==> config.mk <==
export PLATFORM = sky130hd
export DESIGN_NAME = act_requant_packer
export DESIGN_NICKNAME = d
export VERILOG_FILES = /design/src/rtl/act_requant_packer.sv
export SDC_FILE = /design/constraint.sdc
export NUM_CORES = 1
export LEC_CHECK = 0
export CORE_MARGIN = 3
export CORE_UTILIZATION = 40
export CTS_BUF_LIST = sky130_fd_sc_hd__clkbuf_4
export DETAILED_ROUTE_END_ITERATION = 8
export GPL_TIMING_DRIVEN = 0
export PLACE_DENSITY = 0.79
export SLEW_MARGIN = 0
export SYNTH_ARGS = -nofsm -noshare
export SYNTH_HDL_FRONTEND = slang
export SYNTH_SLANG_ARGS = --single-unit
==> constraint.sdc <==
create_clock -name clk -period 10.1 [get_ports clk]
set_input_delay 2.02 -clock clk [delete_from_list [all_inputs] [get_ports clk]]
set_output_delay 2.02 -clock clk [all_outputs]
set_load 0.01 [all_outputs]
==> src/rtl/act_requant_packer.sv <==
`default_nettype none
// +--------------------------------------------------------------------------+
// | act_requant_packer                                                       |
// | Requantises sign-magnitude MAC results to 8-bit activations and packs    |
// | them into a lane vector handed downstream over valid/ready.              |
// | Revision: 1.0                                                            |
// +--------------------------------------------------------------------------+
module act_requant_packer #(
    parameter int N_LANES = 62,
    parameter int ACC_W   = 21,
    parameter int ELEM_W  = 8
) (
    input  logic                        clk,
    input  logic                        rst_n,
    input  logic                        in_valid,
    output logic                        in_ready,
    input  logic [ACC_W-1:0]            in_acc,
    input  logic                        in_last,
    input  logic                        relu_en,
    input  logic [4:0]                  shift,
    output logic                        out_valid,
    input  logic                        out_ready,
    output logic [N_LANES*ELEM_W-1:0]   out_vec,
    output logic [5:0]                  out_count
);

    localparam logic       c_fill      = 1'b0;
    localparam logic       c_hold      = 1'b1;
    localparam logic [5:0] c_last_lane = 6'(N_LANES - 1);

    logic                        r_state;
    logic [5:0]                  r_ptr;
    logic [5:0]                  r_count;
    logic [N_LANES*ELEM_W-1:0]   r_vec;

    logic [ACC_W-1:0]            w_half;
    logic [ACC_W-1:0]            w_r;
    logic [ELEM_W-2:0]           w_sat;
    logic                        w_zero;
    logic [ELEM_W-1:0]           w_elem;
    logic                        w_accept;
    logic                        w_done;

    // Rounding add is done on the full accumulator width; the magnitude is
    // one bit narrower, so the sum cannot overflow.
    always_comb begin
        w_half = '0;
        if (shift != 5'd0)
            w_half = {{(ACC_W-1){1'b0}}, 1'b1} << (shift - 5'd1);
        w_r    = ({1'b0, in_acc[ACC_W-2:0]} + w_half) >> shift;
        w_sat  = (w_r > ACC_W'(127)) ? 7'h7f : w_r[ELEM_W-2:0];
        // Shifts beyond 19 always yield zero; zero never carries a sign bit.
        w_zero = (shift >= 5'd20) || (w_r == '0) || (in_acc[ACC_W-1] && relu_en);
        w_elem = w_zero ? '0 : {in_acc[ACC_W-1], w_sat};
    end

    assign w_accept = in_valid && (r_state == c_fill);
    assign w_done   = (r_ptr == c_last_lane) || in_last;

    always_ff @(posedge clk) begin
        if (!rst_n) begin
            r_state <= c_fill;
            r_ptr   <= '0;
            r_count <= '0;
            r_vec   <= '0;
        end else if (r_state == c_fill) begin
            if (w_accept) begin
                r_vec[r_ptr*ELEM_W +: ELEM_W] <= w_elem;
                if (w_done) begin
                    r_state <= c_hold;
                    r_count <= r_ptr + 6'd1;
                    r_ptr   <= '0;
                end else begin
                    r_ptr   <= r_ptr + 6'd1;
                end
            end
        end else if (out_ready) begin
            r_state <= c_fill;
            r_ptr   <= '0;
            r_count <= '0;
            r_vec   <= '0;
        end
    end

    assign in_ready  = (r_state == c_fill);
    assign out_valid = (r_state == c_hold);
    assign out_vec   = r_vec;
    assign out_count = r_count;

endmodule
`default_nettype wire

==> flow_summary.yaml, run 1 <==
worst_setup_path:
  ff2ff_path_depth: 11
  r2r_start: "r_ptr[0]"
  rr_endpoint: "out_vec[434]"
  cpMostUsedCell: "clkbuf_1"
  cp-start-kind: "input pin"
  critPathKind: "in2reg"
  max_stage_delay_ns: 1.14
  cp.required_ns: 10.92
  end_kind: "flip-flop"
  crit_path_end: "out_vec[139]"
  crit_cells: 20
  worst-path-buf-inv: 6
  cp_top_family: "buffers and inverters"
  arrival_ns: 9.44
  cp_cell_sequence: "clkdlybuf4s50_1, clkbuf_1, nand2b_1, clkbuf_1, nor2_1, ha_1, clkbuf_1, nand2_1, nor3_1, and4_1, nor4_1, a2111oi_0, o221a_2, or3_1, o311ai_0, o211a_1, buf_2, nand3_1, clkbuf_1, a32o_1"
  crit_start: "shift[1]"
  ff2ff_setup_slack_ns: 5.48
  cp_max_fo: 10
  slowest_stage: "a2111oi_0"
final_layout:
  instances_no_fill: 3427
  nFillCells: 4361
  seqCellArea_mm2: 0.0102
  multi_input_area_mm2: 0.00920
  drive_gt1_share_pct: 10.1
  final_common_cell: "clkdlybuf4s50_1"
  area_growth_pct: 38.6
  fin_nets: 2720
  mostFrequentLayoutCells: "533 x clkdlybuf4s50_1, 509 x dfxtp_1, 406 x a22o_1"
cts:
  cts_hold_buffers: 0
  root_buffer: "clkbuf_4"
  clock_sinks: 509
  cts_tree: "built"
  cts_max_path_buffers: 3
  ctsResizeCount: 0
  post-cts-setup-buffers: 0
  clock_latency_ns: 0.91
  cts_buffers: 120
  clk_pin_slew_ns: 0.08
  h-tree-depth: 3
logic_synthesis:
  synth_edf_count: 0
  postSynthAreaPerCell_um2: 10.0
  synthArstFlopShare_pct: 0
  ys_seq_area_share_pct: 50.7
  syn_inst: 2005
  netlist_area_mm2: 0.0201
  ys.flop_type: "dfxtp_1"
  synth_cell_type_count: 84
  yosys_warnings: 0
  syn_nets: 2062
  ys_ff_latch: 509
routing:
  drt_pre_antenna_iters: 6
  drc: 0
  m1WireLength_um: 35200
  dr.max_layer_used: "met4"
  wl_um: 91000
  vias: 20817
  wl_met3_um: 9370
  ant_nets: 0
  drt_iter0_drc: 1980
  dr_wl_met2_um: 42300
  post_drt_wl_per_cell_um: 26.6
  vias_per_cell: 6.07
place:
  dpl_worst_slack_ns: 0.740
  dp_hpwl_um: 69300
  place.gp.congestion: 1.04
  io_buffers: 533
  dp.cells: 3203
floorplanning:
  rows: 81
  initial_utilization_pct: 40.8
  dieHeight_um: 230
  die-area_mm2: 0.0529
  dieWidth_um: 230
  ios: 536
  core_area_mm2: 0.0493
grt:
  grt_start_max_net_pins: 18
  grtUsageTotal_pct: 32.6
  globalRouteOverflowTotal: 0
  grt_pass1_wl_um: 130000
  grt_pass1_vias: 19744
  antenna_found_initial: 2
sta:
  setup_viol: 0
  fin_ws_ns: 1.48
  finClkSkew_ns: 0.0436
  rsz0062_at_grt: "false"
  final.period_utilization_pct: 85.4
  slew_violations: 0
  hold_viol: 0
  relSlewSlack_pct: 5.70
  max_freq_ghz: 0.116
  layout_min_cycle_time_ns: 8.62
  setup_tns_ns: 0
  worstMarginPinSlew_ns: 1.38
worst_hold_path:
  hold_class: "reg2reg"
  holdPathStages: 2
power:
  vdd_drop_max_mv: 0.0847
  p_leak_nw: 10.2
  finalPower_mw: 4.15
  power_density_mw_per_mm2: 149
run:
  max_cap_violations: 0
run_status:
  status: "finished clean"
## sequential cells by signal, summed over array words and instances, names as in the netlist
| name | flops |
|---|---|
| out_valid | 1 |
| out_vec | 496 |
| r_ptr | 6 |
| out_count | 6 |
## through the flow
stage | util (%) | area [µm²] | hold WS [ns]
finish | 56.5 | 27800 | 0.453
CTS | 56.5 | 27800 | 0.450
global route | 56.5 | 27800 | 0.472
detailed placement | 53.3 | 26300 | 0.440
floorplan | - | 20100 | 0.469
global placement | 53.3 | 26300 | 0.435
## cells by family (layout without fill, tap and decap cells)
kind of cell,count (synthesis),count (layout),share of synthesized area (%)
AOI/OAI and AO/OA,716,716,29.3
and+or+nand+nor,582,582,13.0
DFF,509,509,50.7
buffers and inverters,140,894,3.53
adders and majority gates,25,25,1.59
xor gates and xnor gates,24,24,1.05
muxes,9,9,0.766
other,0,4,0
## Yosys cell counts, types with 7 or more instances
| cell type | instances | area, µm² |
|---|---|---|
| dfxtp_1 | 509 | 10200 |
| or3_1 | 15 | 93.8 |
| buf_6 | 22 | 248 |
| o31ai_1 | 30 | 225 |
| a21oi_1 | 57 | 285 |
| o21a_1 | 12 | 90.1 |
| nand3_1 | 53 | 265 |
| nor4_1 | 20 | 125 |
| clkbuf_1 | 78 | 293 |
| a31oi_1 | 10 | 62.6 |
| o21ai_0 | 37 | 185 |
| o21ai_1 | 7 | 35.0 |
| a22o_1 | 406 | 3560 |
| inv_1 | 27 | 101 |
| and2_1 | 17 | 106 |
| nor3_1 | 53 | 265 |
| nand2_1 | 201 | 754 |
| xor2_1 | 9 | 78.8 |
| nor2_1 | 183 | 687 |
| xnor2_1 | 15 | 131 |
| o21ai_2 | 31 | 272 |
| ha_1 | 24 | 300 |
| a32o_1 | 29 | 290 |
## area by class of cell
| cell class | instances | area share, % |
|---|---|---|
| sequential | 509 | 36.6 |
| multi-input combinational | 1356 | 33.0 |
| timing repair buffer | 536 | 19.2 |
| clock buffer | 167 | 4.50 |
| tap | 664 | 2.98 |
| buffer | 113 | 2.18 |
| clock inverter | 51 | 1.06 |
| inverter | 27 | 0.364 |
| antenna | 4 | 0.0359 |
## worst register-to-register path, cell delays in order (launching register included)
cell and delay (ns):
dfxtp_1 0.38, clkbuf_1 0.43, inv_1 0.20, ha_1 0.31, nand2_1 0.17, nor3_1 0.13
nor2_1 0.20, nand2_1 0.32, nor3_1 1.05, nand2_1 0.17, nor3_1 0.96, a22o_1 0.26
## report_power, final
group	leakage [nW]	switching, mW	internal (mW)
Clock	0.907	0.838	0.844
Combinational	5.24	0.352	0.103
Sequential	4.10	0.00186	2.01
## worst min path at each step
stage / from / end / slack, ns
floorplan: out_vec[495] / out_vec[495] / 0.47
finish: out_vec[319] / out_vec[319] / 0.45
CTS: out_vec[319] / out_vec[319] / 0.45
detailed placement: out_vec[319] / out_vec[319] / 0.44
global route: out_vec[327] / out_vec[327] / 0.47
global placement: out_vec[319] / out_vec[319] / 0.43
## routing by layer
metal / global-route usage (%) / vias to the layer above
met5: 0 / -
met4: 14.3 / 0
met3: 9.80 / 251
met2: 53.2 / 1340
met1: 39.8 / 10221
li1: - / 9005
Note: power is estimated with default switching activity, not from simulation.
==> run 2: changes to the inputs <==
SETUP_SLACK_MARGIN = 0.4   (was default)
==> results of run 2 <==
The final DEF is identical to that of run 1; final timing and power are the same.
